## src/rtl/kerygma_timer_pkg.sv

```systemverilog
// Shared definitions for the xif timer/compare peripheral: register offsets,
// CTRL bit positions and layout, and the byte-lane write merge helper.
package kerygma_timer_pkg;

    // Byte offsets from BASE_ADDR
    localparam logic [31:0] OFS_CTRL    = 32'h00;
    localparam logic [31:0] OFS_PRESC   = 32'h04;
    localparam logic [31:0] OFS_COUNT   = 32'h08;
    localparam logic [31:0] OFS_COMPARE = 32'h0C;
    localparam logic [31:0] OFS_STATUS  = 32'h10;

    // Window spans OFS_CTRL..OFS_STATUS+3
    localparam logic [31:0] WIN_SIZE    = 32'h14;

    // CTRL bit indices
    localparam int CTRL_EN         = 0;
    localparam int CTRL_IRQ_EN     = 1;
    localparam int CTRL_AUTORELOAD = 2;
    localparam int CTRL_ONESHOT    = 3;

    // CTRL layout, MSB first so that en lands on bit 0
    typedef struct packed {
        logic oneshot;
        logic autoreload;
        logic irq_en;
        logic en;
    } ctrl_t;

    // Replace only the byte lanes selected by be; be=0 leaves the value untouched
    function automatic logic [31:0] merge_be(input logic [31:0] old_val,
                                             input logic [31:0] wdata,
                                             input logic [3:0]  be);
        logic [31:0] res;
        res = old_val;
        for (int i = 0; i < 4; i++) begin
            if (be[i]) begin
                res[i*8 +: 8] = wdata[i*8 +: 8];
            end
        end
        return res;
    endfunction

endpackage

```

## src/rtl/kerygma_xif_timer_if.sv

```systemverilog
// Split-bus request/response bundle between the CPU xif port and the timer.
interface kerygma_xif_timer_if;
    logic        req;
    logic        we;
    logic [31:0] addr;
    logic [3:0]  be;
    logic [31:0] wdata;
    logic        ack;
    logic        resp;
    logic [31:0] rdata;

    modport master (
        output req, we, addr, be, wdata,
        input  ack, resp, rdata
    );

    modport slave (
        input  req, we, addr, be, wdata,
        output ack, resp, rdata
    );
endinterface

```

## src/rtl/kerygma_timer_prescaler.sv

```systemverilog
// Clock divider producing a one-cycle tick every presc+1 clocks while enabled.
// The count restarts whenever the timer is disabled, on each tick, and when
// software reconfigures the timer (clr), so a fresh setup always gets a full period.
module kerygma_timer_prescaler #(
    parameter int CNT_WIDTH = 32
) (
    input  logic                 clk_i,
    input  logic                 arst_n_i,
    input  logic                 en,
    input  logic [CNT_WIDTH-1:0] presc,
    input  logic                 clr,
    output logic                 tick
);

    localparam logic [CNT_WIDTH-1:0] CNT_ONE = CNT_WIDTH'(1);

    logic [CNT_WIDTH-1:0] psc_cnt;

    assign tick = en & (psc_cnt == presc);

    // Prescale counter: run 0..presc while enabled, restart on tick/disable/clear
    always_ff @(posedge clk_i or negedge arst_n_i) begin
        if (!arst_n_i) begin
            psc_cnt <= '0;
        end else if (!en || clr || tick) begin
            psc_cnt <= '0;
        end else begin
            psc_cnt <= psc_cnt + CNT_ONE;
        end
    end

endmodule

```

## src/rtl/kerygma_xif_timer.sv

```systemverilog
// Memory-mapped timer/compare peripheral on the xif split bus.
// Holds the address decode, byte-lane writes, COUNT/COMPARE/pend logic, the
// registered read path and the level interrupt.
module kerygma_xif_timer
    import kerygma_timer_pkg::*;
#(
    parameter logic [31:0] BASE_ADDR = 32'h80000010,
    parameter int          CNT_WIDTH = 32
) (
    input  logic                clk_i,
    input  logic                arst_n_i,
    kerygma_xif_timer_if.slave  bus,
    output logic                irq_o
);

    localparam logic [CNT_WIDTH-1:0] CNT_ONE = CNT_WIDTH'(1);

    // Decode
    logic [31:0] ofs;
    logic        hit;
    logic        acc_wr;
    logic        acc_rd;
    logic        wr_ctrl;
    logic        wr_presc;
    logic        wr_count;
    logic        wr_compare;
    logic        clr_pend;
    logic        psc_clr;
    logic        unused_addr;

    // Register state and next-state
    ctrl_t                ctrl_q;
    ctrl_t                ctrl_n;
    logic [CNT_WIDTH-1:0] presc_q;
    logic [CNT_WIDTH-1:0] presc_n;
    logic [CNT_WIDTH-1:0] count_q;
    logic [CNT_WIDTH-1:0] count_n;
    logic [CNT_WIDTH-1:0] compare_q;
    logic [CNT_WIDTH-1:0] compare_n;
    logic                 pend_q;
    logic                 pend_n;

    logic                 tick;
    logic                 match;

    // Read path
    logic [31:0] rd_mux;
    logic        resp_q;
    logic [31:0] rdata_q;

    // Word-aligned offset; BASE_ADDR is word aligned so bits [1:0] of ofs stay 0
    assign ofs         = {bus.addr[31:2], 2'b00} - BASE_ADDR;
    assign hit         = (ofs < WIN_SIZE);
    assign unused_addr = ^bus.addr[1:0];

    assign bus.ack = bus.req & hit;
    assign acc_wr  = bus.ack & bus.we;
    assign acc_rd  = bus.ack & ~bus.we;

    assign wr_ctrl    = acc_wr & (ofs == OFS_CTRL);
    assign wr_presc   = acc_wr & (ofs == OFS_PRESC);
    assign wr_count   = acc_wr & (ofs == OFS_COUNT);
    assign wr_compare = acc_wr & (ofs == OFS_COMPARE);
    assign clr_pend   = acc_wr & (ofs == OFS_STATUS) & bus.be[0] & bus.wdata[0];

    // Reconfiguring timing restarts the prescale period; be=0 writes touch nothing
    assign psc_clr = (wr_ctrl | wr_presc) & (|bus.be);

    kerygma_timer_prescaler #(
        .CNT_WIDTH (CNT_WIDTH)
    ) u_prescaler (
        .clk_i    (clk_i),
        .arst_n_i (arst_n_i),
        .en       (ctrl_q.en),
        .presc    (presc_q),
        .clr      (psc_clr),
        .tick     (tick)
    );

    // Compare uses the pre-increment COUNT
    assign match = tick & (count_q == compare_q);

    // Next-state: tick effects first, then software writes override where they collide
    always_comb begin
        ctrl_n    = ctrl_q;
        presc_n   = presc_q;
        count_n   = count_q;
        compare_n = compare_q;
        pend_n    = pend_q;

        if (tick) begin
            if (match && ctrl_q.autoreload) begin
                count_n = '0;
            end else if (match && ctrl_q.oneshot) begin
                ctrl_n.en = 1'b0;
                count_n   = compare_q + CNT_ONE;
            end else begin
                count_n = count_q + CNT_ONE;
            end
        end

        // W1C loses against a simultaneous match
        if (clr_pend) begin
            pend_n = 1'b0;
        end
        if (match) begin
            pend_n = 1'b1;
        end

        // Only lane 0 carries CTRL bits; the written en beats a oneshot auto-disable
        if (wr_ctrl && bus.be[0]) begin
            ctrl_n = ctrl_t'(bus.wdata[3:0]);
        end
        if (wr_presc) begin
            presc_n = CNT_WIDTH'(merge_be(32'(presc_q), bus.wdata, bus.be));
        end
        // A COUNT write discards any tick landing in the same cycle
        if (wr_count) begin
            count_n = CNT_WIDTH'(merge_be(32'(count_q), bus.wdata, bus.be));
        end
        if (wr_compare) begin
            compare_n = CNT_WIDTH'(merge_be(32'(compare_q), bus.wdata, bus.be));
        end
    end

    // Register bank
    always_ff @(posedge clk_i or negedge arst_n_i) begin
        if (!arst_n_i) begin
            ctrl_q    <= '0;
            presc_q   <= '0;
            count_q   <= '0;
            compare_q <= '1;
            pend_q    <= 1'b0;
        end else begin
            ctrl_q    <= ctrl_n;
            presc_q   <= presc_n;
            count_q   <= count_n;
            compare_q <= compare_n;
            pend_q    <= pend_n;
        end
    end

    // Read mux; unmapped or idle offsets read as zero
    always_comb begin
        rd_mux = '0;
        case (ofs)
            OFS_CTRL:    rd_mux = {28'h0, ctrl_q};
            OFS_PRESC:   rd_mux = 32'(presc_q);
            OFS_COUNT:   rd_mux = 32'(count_q);
            OFS_COMPARE: rd_mux = 32'(compare_q);
            OFS_STATUS:  rd_mux = {31'h0, pend_q};
            default:     rd_mux = '0;
        endcase
    end

    // Read response one cycle after accept; data forced to zero when no response
    always_ff @(posedge clk_i or negedge arst_n_i) begin
        if (!arst_n_i) begin
            resp_q  <= 1'b0;
            rdata_q <= '0;
        end else begin
            resp_q  <= acc_rd;
            rdata_q <= acc_rd ? rd_mux : 32'h0;
        end
    end

    assign bus.resp  = resp_q;
    assign bus.rdata = rdata_q;

    assign irq_o = pend_q & ctrl_q.irq_en;

endmodule

```

## src/flat_wrapper.sv

```systemverilog
// flat-port wrapper written by rule: the top's interface ports become plain ports
module kerygma_xif_timer_flat import kerygma_timer_pkg::*;
#(
    parameter logic [31:0] BASE_ADDR = 32'h80000010,
    parameter int          CNT_WIDTH = 32
)
  (clk_i, arst_n_i, irq_o, bus_req, bus_we, bus_addr, bus_be, bus_wdata, bus_ack, bus_resp, bus_rdata);
  kerygma_xif_timer_if bus_i ();
  input  logic clk_i;
  input  logic arst_n_i;
  output logic irq_o;
  input wire logic [$bits(bus_i.req)-1:0] bus_req;
  input wire logic [$bits(bus_i.we)-1:0] bus_we;
  input wire logic [$bits(bus_i.addr)-1:0] bus_addr;
  input wire logic [$bits(bus_i.be)-1:0] bus_be;
  input wire logic [$bits(bus_i.wdata)-1:0] bus_wdata;
  output wire logic [$bits(bus_i.ack)-1:0] bus_ack;
  output wire logic [$bits(bus_i.resp)-1:0] bus_resp;
  output wire logic [$bits(bus_i.rdata)-1:0] bus_rdata;
  assign bus_i.req = bus_req;
  assign bus_i.we = bus_we;
  assign bus_i.addr = bus_addr;
  assign bus_i.be = bus_be;
  assign bus_i.wdata = bus_wdata;
  assign bus_ack = bus_i.ack;
  assign bus_resp = bus_i.resp;
  assign bus_rdata = bus_i.rdata;
  kerygma_xif_timer #(.BASE_ADDR(BASE_ADDR), .CNT_WIDTH(CNT_WIDTH)) u_core (.clk_i(clk_i), .arst_n_i(arst_n_i), .bus(bus_i), .irq_o(irq_o));
endmodule
```

## config.mk

```make
export PLATFORM = sky130hd
export DESIGN_NAME = kerygma_xif_timer_flat
export DESIGN_NICKNAME = d
export VERILOG_FILES = /design/src/rtl/kerygma_timer_pkg.sv /design/src/rtl/kerygma_xif_timer_if.sv /design/src/rtl/kerygma_timer_prescaler.sv /design/src/rtl/kerygma_xif_timer.sv /design/src/flat_wrapper.sv
export SDC_FILE = /design/constraint.sdc
export NUM_CORES = 1
export LEC_CHECK = 0
export BUFFER_PORTS_ARGS = -buffer_cell sky130_fd_sc_hd__buf_4
export CAP_MARGIN = 20
export CORE_MARGIN = 5
export CORE_UTILIZATION = 50
export CTS_CLUSTER_SIZE = 10
export DETAILED_ROUTE_END_ITERATION = 8
export PLACE_DENSITY = 0.73
export SLEW_MARGIN = 20
export SYNTH_ARGS = -nofsm -noshare
export SYNTH_HDL_FRONTEND = slang
export SYNTH_HIERARCHICAL = 1
export SYNTH_SLANG_ARGS = --single-unit
```

## constraint.sdc

```tcl
create_clock -name clk_i -period 3.47 [get_ports clk_i]
set_clock_uncertainty 0.15 [all_clocks]
set_input_delay 0.694 -clock clk_i [delete_from_list [all_inputs] [get_ports clk_i]]
set_output_delay 0.694 -clock clk_i [all_outputs]
set_load 0.005 [all_outputs]
```

==> metrics.cfg, run 1 <==
[timing]
maxSlewViolCount = 0
maxClockFrequency_mhz = 291
tightest_slew_ns = 0.870
slew-limit-headroom_pct = 41.4
timing.final.crit_period_ns = 3.44
setup_violations = 0
final.period_utilization_pct = 99.0
hold_viol_final = 0
unrepaired_setup_endpoints_after_global_routing = yes

[yosys]
synthFlopType = sky130_fd_sc_hd__dfrtp_1
ys_async_sr_fraction_pct = 100
synth.lib_cells_used.distinct = 72
synth.top_cell.area_share_pct = 34.6
post_synth_edffs = 0
yosys_warnings = 6
synth_top_cell_by_area = sky130_fd_sc_hd__dfrtp_1
synth_seq_cells = 166
synthMostInstantiatedCell = sky130_fd_sc_hd__dfrtp_1
synth_area_leaders = sky130_fd_sc_hd__dfrtp_1 (35%), sky130_fd_sc_hd__mux2_2 (11%), sky130_fd_sc_hd__dfstp_2 (8.7%), sky130_fd_sc_hd__xor2_1 (6.7%), sky130_fd_sc_hd__nor2_1 (3.4%)
netlist_instances = 947
synthesis.nets = 1024
synth.top_cells.by_count = sky130_fd_sc_hd__dfrtp_1 (134), sky130_fd_sc_hd__mux2_2 (98), sky130_fd_sc_hd__nor2_1 (88)
synth_area_per_cell_um2 = 10.2
synth_seq_area_share_pct = 43.3
syn-cell-area_mm2 = 0.00970

[min_path]
hold_path_class = primary input to async pin

[clocking]
path_clk_slew_ns = 0.07
cts.sink_count = 166
cts_buffers = 17
cts_tree = built
clk_path_buf_depth = 2
clk-insertion-delay-late_ns = 0.43
cts.htree.levels = 4
clock_root_buffer = sky130_fd_sc_hd__clkbuf_16
hold_buffers = 0

[setup_path]
worstPathCellList = buf_8 > or4_4 > nor4_4 > and3b_2 > nor3_4 > or4_4 > inv_4 > buf_6
critical-path-slowest-cell = sky130_fd_sc_hd__or4_4
reg2reg_slack_ns = 0.09
r2r-end = u_core/count_q[12]
cp.required_ns = 2.63
critical_path.startpoint_type = primary input
critical_path_arrival_ns = 2.59
rr_worst_depth = 13
critical_path.max_stage_delay_ns = 0.55
number_of_buffers_and_inverters_on_the_critical_path = 3
critical_register_to_register_path_startpoint = u_core/presc_q[31]
critical_path_class = primary input to output port
timing.critical_path.to_type = output port
critical_path_peak_fanout = 3
critPathTopFamily = simple AND/OR/NAND/NOR gates
crit_top_cell = sky130_fd_sc_hd__or4_4

[placement]
gp_routability_congestion = 0.959
port_buffers = 104
area_after_detailed_placement_mm2 = 0.0114
placed_cells = 1361
hpwlAfterDp_um = 21100

[outcome]
run_status = complete, no violations

[routing]
met2WireLength_um = 13400
first_iter_violations = 710
vias = 8274
detail_route.wirelength.met1_um = 12000
drt-vias-per-instance = 5.91
highest_layer = met4
detail_route.first_pass.iterations = 6
route.antenna.remaining_nets = 0
routed_wirelength_um = 28800
drcViolationCount = 0
avgRoutedWirePerCell_um = 20.5
wl_met3_um = 2040

[final_layout]
postLayoutCellArea_mm2 = 0.0121
area_delta_synth_final_pct = 25.0
instances_no_fill = 1401
post_route_cells_drive_above_1_share_pct = 36.1
nets = 1200
insertedDiodeCount = 0

[grt]
vias_in_the_first_global_route = 8347
grt_max_degree = 62
globalRouteOverflowTotal = 0
wire_length_of_the_first_global_routing_pass_um = 45200
grtUsageTotal_pct = 26.0
antenna_violations_before_repair = 0

[pwr]
clkPwrFrac_pct = 46.3
p_seq_share_pct = 47.3
total_switching_power_uw = 945
internal_power_mw = 3.15
p_sw_share_pct = 23.1
finalPower_mw = 4.10
vdd_ir_max_uv = 351
comb_power_share_pct = 6.4
p_leak_nw = 5.62
power.density_mw_per_mm2 = 338

[floorplanning]
design.die.area_mm2 = 0.0223
core_region_area_mm2 = 0.0193
floorplan.die.width_um = 149
std_cell_rows = 51
floorplan.die.height_um = 149
effective_utilization_at_floorplan_pct = 50.3
io_pins = 107

[job]
cap_violations = 0

## cell type report
class	count	area [um2]
fillers	1584	7150
multi-input cells	710	5320
flip-flops and latches	166	4200
repair buffers	201	1590
clock buffers	22	464
well taps	265	332
clock inverters	10	123
inverters	27	109
## worst max path at each step
stage	startpoint	endpoint	slack, ns	cells past startpoint
global placement	bus_addr[4]	u_core/u_prescaler/psc_cnt[2]	-0.28	13
CTS	bus_addr[5]	bus_ack	-0.11	10
floorplan	u_core/u_prescaler/psc_cnt[23]	u_core/count_q[6]	0.02	12
global route	bus_addr[17]	bus_ack	-0.06	8
finish	bus_addr[9]	bus_ack	0.03	8
detailed placement	bus_addr[5]	u_core/u_prescaler/psc_cnt[2]	-0.37	13
## worst register-to-register path, stage by stage (launching register included)
cell and delay, ns:
sky130_fd_sc_hd__dfrtp_1 0.44, sky130_fd_sc_hd__xor2_1 0.20, sky130_fd_sc_hd__nor4_2 0.37, sky130_fd_sc_hd__nand4_1 0.27
sky130_fd_sc_hd__nor3_2 0.18, sky130_fd_sc_hd__buf_4 0.15, sky130_fd_sc_hd__inv_1 0.04, sky130_fd_sc_hd__or3_1 0.37
sky130_fd_sc_hd__nor4_2 0.23, sky130_fd_sc_hd__buf_4 0.19, sky130_fd_sc_hd__nor2b_1 0.05, sky130_fd_sc_hd__o31ai_1 0.21
sky130_fd_sc_hd__o41ai_1 0.12, sky130_fd_sc_hd__mux2_1 0.30
## layer usage
metal,vias to the layer above,track usage [%]
met5,-,0
met4,0,12.7
met3,69,4.44
met2,343,41.6
met1,4043,34.4
li1,3819,-
## cells in the final DEF, fill, tap and decap left out, types with 10 or more instances in the layout
cell type and n:
sky130_fd_sc_hd__o21ai_0 22, sky130_fd_sc_hd__mux2_2 98, sky130_fd_sc_hd__buf_4 191, sky130_fd_sc_hd__nand4_1 34, sky130_fd_sc_hd__dfrtp_1 133, sky130_fd_sc_hd__dfstp_2 32
sky130_fd_sc_hd__xnor2_1 20, sky130_fd_sc_hd__and4_1 12, sky130_fd_sc_hd__a211oi_1 10, sky130_fd_sc_hd__nor4_1 28, sky130_fd_sc_hd__nor2_1 86, sky130_fd_sc_hd__and3_1 40
sky130_fd_sc_hd__nand3_1 25, sky130_fd_sc_hd__inv_1 24, sky130_fd_sc_hd__clkbuf_16 17, sky130_fd_sc_hd__xor2_1 74, sky130_fd_sc_hd__and2_1 15, sky130_fd_sc_hd__a21oi_1 13
sky130_fd_sc_hd__nand2_1 54, sky130_fd_sc_hd__nor3_1 17, sky130_fd_sc_hd__a22o_1 18
## metrics by stage
stage	TNS, ns	worst slack, ns	util [%]	hold WS [ns]
2_1_floorplan	0	0.0163	-	0.248
3_3_place_gp	-15.92	-0.281	58.9	0.342
3_5_place_dp	-26.43	-0.365	58.9	0.368
4_1_cts	-0.110	-0.110	62.4	0.0939
5_1_grt	-0.106	-0.0635	62.9	0.122
6_report	0	0.0346	62.9	0.0837
## logic make-up after synthesis
kind of cell	after synthesis	share of synthesized area, %
multiplexers	111	13.1
buffers and inverters	71	3.05
AO/OA/AOI/OAI	122	9.43
flip-flops	166	43.3
XOR/XNOR	94	8.49
AND/OR/NAND/NOR	378	22.0
adder cells (fa/ha/maj)	5	0.645
## power by group through the flow
stage	logic [mW]	clock network, mW	registers, mW
after floorplan	0.0698	0	1.97
after global placement	0.245	0	1.97
after detailed placement	0.249	0	1.97
after CTS	0.254	1.93	1.94
after global routing	0.281	2.02	1.94
final	0.260	1.90	1.94
## sequential cells by signal (all words and copies together), names as in the netlist
name and cells:
u_core/bus.rdata 32, u_core/presc_q 32, u_core/bus.resp 1, u_core/count_q 32
u_core/u_prescaler/psc_cnt 32, u_core/compare_q 32, u_core/ctrl_q 4, u_core/pend_q 1
## what timing repair did
item / CTS / global route
buffers inserted: 4 / 4
endpoints found under the setup margin: 1 / 57
gates resized for setup: 14 / 18
pin swaps: 5 / 9
Note: power is estimated with default switching activity, not from simulation.
==> inputs of run 2 (changes only) <==
--- a/config.mk
+++ b/config.mk
@@ -9,6 +9,7 @@
 export CAP_MARGIN = 20
 export CORE_MARGIN = 5
 export CORE_UTILIZATION = 50
+export CTS_BUF_LIST = sky130_fd_sc_hd__clkbuf_16
 export CTS_CLUSTER_SIZE = 10
 export DETAILED_ROUTE_END_ITERATION = 8
 export PLACE_DENSITY = 0.73
==> metrics.cfg, run 2 (synthesis gave the netlist of run 1 again) <==
[outcome]
run_status = complete, no violations  ; unchanged

[pwr]
power.density_mw_per_mm2 = 333  ; was 338 mW/mm2
p_seq_share_pct = 48.0  ; was 47.3%
total_switching_power_uw = 941  ; was 945 uW
p_sw_share_pct = 23.3  ; was 23.1%
internal_power_mw = 3.10  ; was 3.15 mW
vdd_ir_max_uv = 355  ; was 351 uV
p_leak_nw = 5.62  ; about the same
comb_power_share_pct = 6.4  ; about the same
clkPwrFrac_pct = 45.6  ; was 46.3%

[floorplanning]
design.die.area_mm2 = 0.0223  ; unchanged
core_region_area_mm2 = 0.0193  ; unchanged
effective_utilization_at_floorplan_pct = 50.3  ; unchanged
io_pins = 107  ; unchanged
floorplan.die.height_um = 149  ; unchanged
std_cell_rows = 51  ; unchanged
floorplan.die.width_um = 149  ; unchanged

[final_layout]
insertedDiodeCount = 0  ; unchanged
n_fill_cell = 1581  ; was 1584
post_route_cells_drive_above_1_share_pct = 35.9  ; was 36.1%
multiInputGateArea_mm2 = 0.00532  ; unchanged
layout_common_cells = sky130_fd_sc_hd__buf_4 (191), sky130_fd_sc_hd__dfrtp_1 (133), sky130_fd_sc_hd__mux2_2 (98)  ; unchanged
instances_no_fill = 1401  ; unchanged
nets = 1200  ; unchanged
area_delta_synth_final_pct = 24.8  ; was 25.0%
seq_area_mm2 = 0.00420  ; unchanged
mostFrequentLayoutCell = sky130_fd_sc_hd__buf_4  ; unchanged

[timing]
slew-limit-headroom_pct = 39.2  ; was 41.4%
tns_ns = 0  ; unchanged
hold_viol_final = 0  ; unchanged
setup_violations = 0  ; unchanged
unrepaired_setup_endpoints_after_global_routing = yes  ; unchanged
maxClockFrequency_mhz = 291  ; about the same
timing.final.crit_period_ns = 3.44  ; about the same
final.period_utilization_pct = 99.0  ; about the same
maxSlewViolCount = 0  ; unchanged
tightest_slew_ns = 0.903  ; was 0.870 ns

[setup_path]
critical_path_peak_fanout = 3  ; unchanged
critical_register_to_register_path_startpoint = u_core/presc_q[31]  ; unchanged
critical_path.startpoint_type = primary input  ; unchanged
cp.required_ns = 2.63  ; about the same
critical_path_class = primary input to output port  ; unchanged
worst_setup_path_start = bus_addr[9]  ; unchanged
critical_path_arrival_ns = 2.59  ; about the same
timing.critical_path.to_type = output port  ; unchanged

[min_path]
hold_path_class = primary input to async pin  ; unchanged

[grt]
antenna_violations_before_repair = 0  ; unchanged
globalRouteOverflowTotal = 0  ; unchanged
wire_length_of_the_first_global_routing_pass_um = 45100  ; was 45200 um
grt_max_degree = 62  ; unchanged
grtUsageTotal_pct = 25.9  ; was 26.0%
vias_in_the_first_global_route = 8344  ; was 8347

[routing]
avgRoutedWirePerCell_um = 20.3  ; was 20.5 um
route.antenna.remaining_nets = 0  ; unchanged
detail_route.first_pass.iterations = 5  ; was 6
routed_wirelength_um = 28500  ; was 28800 um
drcViolationCount = 0  ; unchanged
first_iter_violations = 678  ; was 710
drt-vias-per-instance = 5.96  ; was 5.91
vias = 8356  ; was 8274

[clocking]
clock_root_buffer = sky130_fd_sc_hd__clkbuf_16  ; unchanged
cts.htree.levels = 4  ; unchanged
cts_tree = built  ; unchanged
clk_path_buf_depth = 2  ; unchanged
cts_buffers = 17  ; unchanged
clk-insertion-delay-late_ns = 0.44  ; was 0.43 ns
hold_buffers = 0  ; unchanged
path_clk_slew_ns = 0.07  ; about the same
cts.sink_count = 166  ; unchanged

[job]
cap_violations = 0  ; unchanged

[placement]
gp_routability_congestion = 0.959  ; unchanged
placed_cells = 1361  ; unchanged
hpwlAfterDp_um = 21100  ; unchanged
port_buffers = 104  ; unchanged

==> run 2: worst max-delay path: stages <==
cell                      delay, ns
sky130_fd_sc_hd__buf_8         0.10
sky130_fd_sc_hd__or4_4         0.55
sky130_fd_sc_hd__nor4_4        0.30
sky130_fd_sc_hd__and3b_2       0.24
sky130_fd_sc_hd__nor3_4        0.05
sky130_fd_sc_hd__or4_4         0.51
sky130_fd_sc_hd__inv_4         0.07
sky130_fd_sc_hd__buf_6         0.08
==> run 2: path summary, 6_finish.rpt <==
path | endpoint | slack (ns) | cells after the start
max | bus_ack | 0.03 | 8
min | u_core/u_prescaler/psc_cnt[28] | 0.08 | 1
max reg2reg | u_core/count_q[12] | 0.14 | 13
min reg2reg | u_core/pend_q | 0.39 | 1
max in group asynchronous | u_core/compare_q[29] | 2.31 | 2
min in group clk_i | u_core/bus.rdata[0] | 0.34 | 2
==> run 2: metrics by stage <==
| stage | utilization, % | hold WS [ns] | worst slack (ns) | power [mW] | area [um2] |
|---|---|---|---|---|---|
| CTS | 62.3 | 0.0954 | -0.110 | 4.06 | 12000 |
| global placement | 58.9 | 0.342 | -0.281 | 2.22 | 11400 |
| global route | 62.8 | 0.121 | -0.0635 | 4.17 | 12100 |
| finish | 62.8 | 0.0801 | 0.0348 | 4.04 | 12100 |
| detailed placement | 58.9 | 0.368 | -0.365 | 2.22 | 11400 |
| floorplan | - | 0.248 | 0.0163 | 2.04 | 9700 |
==> run 2: repair_timing <==
item / 4_1_cts / 5_1_grt
setup buffers: 4 / 4
setup endpoints to repair: 1 / 57
pin swaps: 5 / 9
resized for setup: 14 / 18
gates cloned: 0 / 0
==> run 2: cell type report <==
cell class,count,share of cell area (%)
timing repair buffer,201,13.1
multi-input combinational,710,43.9
tap,265,2.74
clock inverter,15,1.17
inverter,27,0.899
clock buffer,17,3.51
sequential,166,34.7
==> run 2: metal layers <==
layer / wire length [um] / global-route usage, % / vias to the layer above
li1: - / - / 3828
met1: 11700 / 34.2 / 4059
met2: 13300 / 41.3 / 393
met3: 2150 / 4.59 / 76
met4: 1360 / 12.8 / 0
met5: 0 / 0 / -
==> run 2: power groups by stage <==
stage          combinational [mW]  sequential [mW]  clock (mW)
6_report                    0.260             1.94        1.84
5_1_grt                     0.281             1.94        1.96
4_1_cts                     0.254             1.94        1.87
3_5_place_dp                0.249             1.97           0
3_3_place_gp                0.245             1.97           0
2_1_floorplan              0.0698             1.97           0
==> inputs of run 3 (changes only) <==
--- a/config.mk
+++ b/config.mk
@@ -5,14 +5,14 @@
 export SDC_FILE = /design/constraint.sdc
 export NUM_CORES = 1
 export LEC_CHECK = 0
-export BUFFER_PORTS_ARGS = -buffer_cell sky130_fd_sc_hd__buf_4
 export CAP_MARGIN = 20
 export CORE_MARGIN = 5
 export CORE_UTILIZATION = 50
 export CTS_BUF_LIST = sky130_fd_sc_hd__clkbuf_16
-export CTS_CLUSTER_SIZE = 10
+export CTS_CLUSTER_DIAMETER = 60
 export DETAILED_ROUTE_END_ITERATION = 8
-export PLACE_DENSITY = 0.73
+export DONT_BUFFER_PORTS = 1
+export PLACE_DENSITY = 0.69
 export SLEW_MARGIN = 20
 export SYNTH_ARGS = -nofsm -noshare
 export SYNTH_HDL_FRONTEND = slang
==> metrics.cfg, run 3 (synthesis gave the netlist of run 1 again) <==
[routing]
avgRoutedWirePerCell_um = 21.9  ; was 20.3 um
route.antenna.remaining_nets = 0  ; unchanged
routed_wirelength_um = 27800  ; was 28500 um
drt-vias-per-instance = 6.10  ; was 5.96
vias = 7771  ; was 8356
drcViolationCount = 0  ; unchanged
first_iter_violations = 597  ; was 678
detail_route.first_pass.iterations = 5  ; unchanged

[timing]
tns_ns = 0  ; unchanged
maxClockFrequency_mhz = 301  ; was 291 MHz
maxSlewViolCount = 0  ; unchanged
timing.final.crit_period_ns = 3.33  ; was 3.44 ns
hold_viol_final = 134  ; was 0
slew-limit-headroom_pct = 41.3  ; was 39.2%
tightest_slew_ns = 0.873  ; was 0.903 ns
final.period_utilization_pct = 95.9  ; was 99.0%
setup_violations = 0  ; unchanged
finalHoldWorstSlack_ns = -0.199  ; was 0.0801 ns

[min_path]
hold_path_class = primary input to async pin  ; unchanged

[pwr]
vdd_ir_max_uv = 342  ; was 355 uV
finalPower_mw = 3.83  ; was 4.04 mW
power.density_mw_per_mm2 = 345  ; was 333 mW/mm2
p_leak_nw = 4.97  ; was 5.62 nW

[grt]
use_met2_pct = 39.9  ; was 41.3%
antenna_violations_before_repair = 0  ; unchanged
busiest_layer = met2  ; unchanged
grt_max_degree = 167  ; was 62
grtUsageTotal_pct = 25.4  ; was 25.9%
global_route_met3_usage_pct = 7.60  ; was 4.59%
globalRouteOverflowTotal = 0  ; unchanged
gr-usage-met1_pct = 34.5  ; was 34.2%
wire_length_of_the_first_global_routing_pass_um = 43600  ; was 45100 um
vias_in_the_first_global_route = 7712  ; was 8344

[job]
cap_violations = 0  ; unchanged

[clocking]
cts_buffers = 17  ; unchanged
cts.htree.levels = 4  ; unchanged
path_clk_slew_ns = 0.07  ; about the same
clk_path_buf_depth = 2  ; unchanged
cts_tree = built  ; unchanged
clock_root_buffer = sky130_fd_sc_hd__clkbuf_16  ; unchanged
cts.sink_count = 166  ; unchanged
clk-insertion-delay-late_ns = 0.43  ; was 0.44 ns

[setup_path]
cp.required_ns = 2.63  ; about the same
critical_path.startpoint_type = primary input  ; unchanged
reg2reg_slack_ns = 0.15  ; was 0.14 ns
worst_setup_path_start = bus_addr[4]  ; was bus_addr[9]
critical_path_class = primary input to output port  ; unchanged
critical_register_to_register_path_startpoint = u_core/presc_q[31]  ; unchanged
critical_path_arrival_ns = 2.48  ; was 2.59 ns
critical_path_peak_fanout = 6  ; was 3
timing.critical_path.to_type = output port  ; unchanged

[final_layout]
postLayoutCellArea_mm2 = 0.0111  ; was 0.0121 mm2
post_route_cells_drive_above_1_share_pct = 27.2  ; was 35.9%
layout_common_cells = sky130_fd_sc_hd__dfrtp_1 (134), sky130_fd_sc_hd__mux2_2 (98), sky130_fd_sc_hd__nor2_1 (87)  ; was sky130_fd_sc_hd__buf_4 (191), sky130_fd_sc_hd__dfrtp_1 (133), sky130_fd_sc_hd__mux2_2 (98)
nets = 1071  ; was 1200
mostFrequentLayoutCell = sky130_fd_sc_hd__dfrtp_1  ; was sky130_fd_sc_hd__buf_4
instances_no_fill = 1273  ; was 1401
area_delta_synth_final_pct = 14.3  ; was 24.8%

[placement]
gp_routability_congestion = 0.948  ; was 0.959
hpwlAfterDp_um = 20300  ; was 21100 um
area_after_detailed_placement_mm2 = 0.0105  ; was 0.0114 mm2
port_buffers = 0  ; was 104
placed_cells = 1239  ; was 1361

[floorplanning]
effective_utilization_at_floorplan_pct = 50.3  ; unchanged
floorplan.die.height_um = 149  ; unchanged
floorplan.die.width_um = 149  ; unchanged
core_region_area_mm2 = 0.0193  ; unchanged
std_cell_rows = 51  ; unchanged
design.die.area_mm2 = 0.0223  ; unchanged
io_pins = 107  ; unchanged

[outcome]
failed_checks = hold timing
run_status = finished with violations  ; was complete, no violations

[run 3: cell count changes in the layout (fill, tap and decap cells not counted), moves of 3 or more]
cell,delta
sky130_fd_sc_hd__buf_6,-5
sky130_fd_sc_hd__buf_4,-125
sky130_fd_sc_hd__inv_4,-3
sky130_fd_sc_hd__nor4_2,+3
[run 3: final cells by class]
type | instances | area, um2
Sequential cell | 166 | 4190
Antenna cell | 1 | 2.50
Tap cell | 265 | 332
Clock inverter | 15 | 129
Clock buffer | 17 | 425
Timing Repair Buffer | 72 | 616
Multi-Input combinational cell | 710 | 5290
Inverter | 27 | 101
Fill cell | 1662 | 8190
[run 3: report_power, final]
group	switching (mW)	internal (mW)	total, mW
registers	0.00000000736	1.94	1.94
clock network	0.820	0.990	1.81
logic	0.0404	0.0394	0.0797
[run 3: per-layer routing]
metal | vias to the layer above | wire [um]
met3 | 44 | 2410
met5 | - | 0
met4 | 0 | 682
li1 | 3575 | -
met2 | 313 | 13100
met1 | 3839 | 11600
[run 3: repair_timing]
action	in CTS	in global routing
hold endpoints to repair	163	166
gates resized for setup	4	7
pin swaps	3	2
setup endpoints to repair	1	56
setup buffers	2	0
[run 3: critical path, cell delays in order]
cell and delay (ns):
sky130_fd_sc_hd__inv_1 0.09, sky130_fd_sc_hd__ha_4 0.16, sky130_fd_sc_hd__nor2b_1 0.17, sky130_fd_sc_hd__nand2_1 0.10
sky130_fd_sc_hd__o32a_1 0.35, sky130_fd_sc_hd__and2_1 0.17, sky130_fd_sc_hd__nand3b_1 0.15, sky130_fd_sc_hd__or4_4 0.52
sky130_fd_sc_hd__inv_1 0.09
[run 3: stage by stage]
| step | utilization (%) | worst slack [ns] |
|---|---|---|
| final | 57.5 | 0.144 |
| after global routing | 57.5 | -0.00454 |
| after CTS | 57.3 | 0.00996 |
| after global placement | 54.3 | -0.176 |
| after floorplan | - | 0.0163 |
| after detailed placement | 54.3 | -0.225 |
[run 3: path summary, 6_finish.rpt]
path	cells past startpoint	endpoint
worst max-delay path	9	bus_ack
worst max register to register	12	u_core/count_q[12]
worst min-delay path	0	u_core/u_prescaler/psc_cnt[28]
max in group asynchronous	0	u_core/compare_q[11]
worst min register to register	1	u_core/ctrl_q[1]
min in group clk_i	1	u_core/bus.rdata[0]
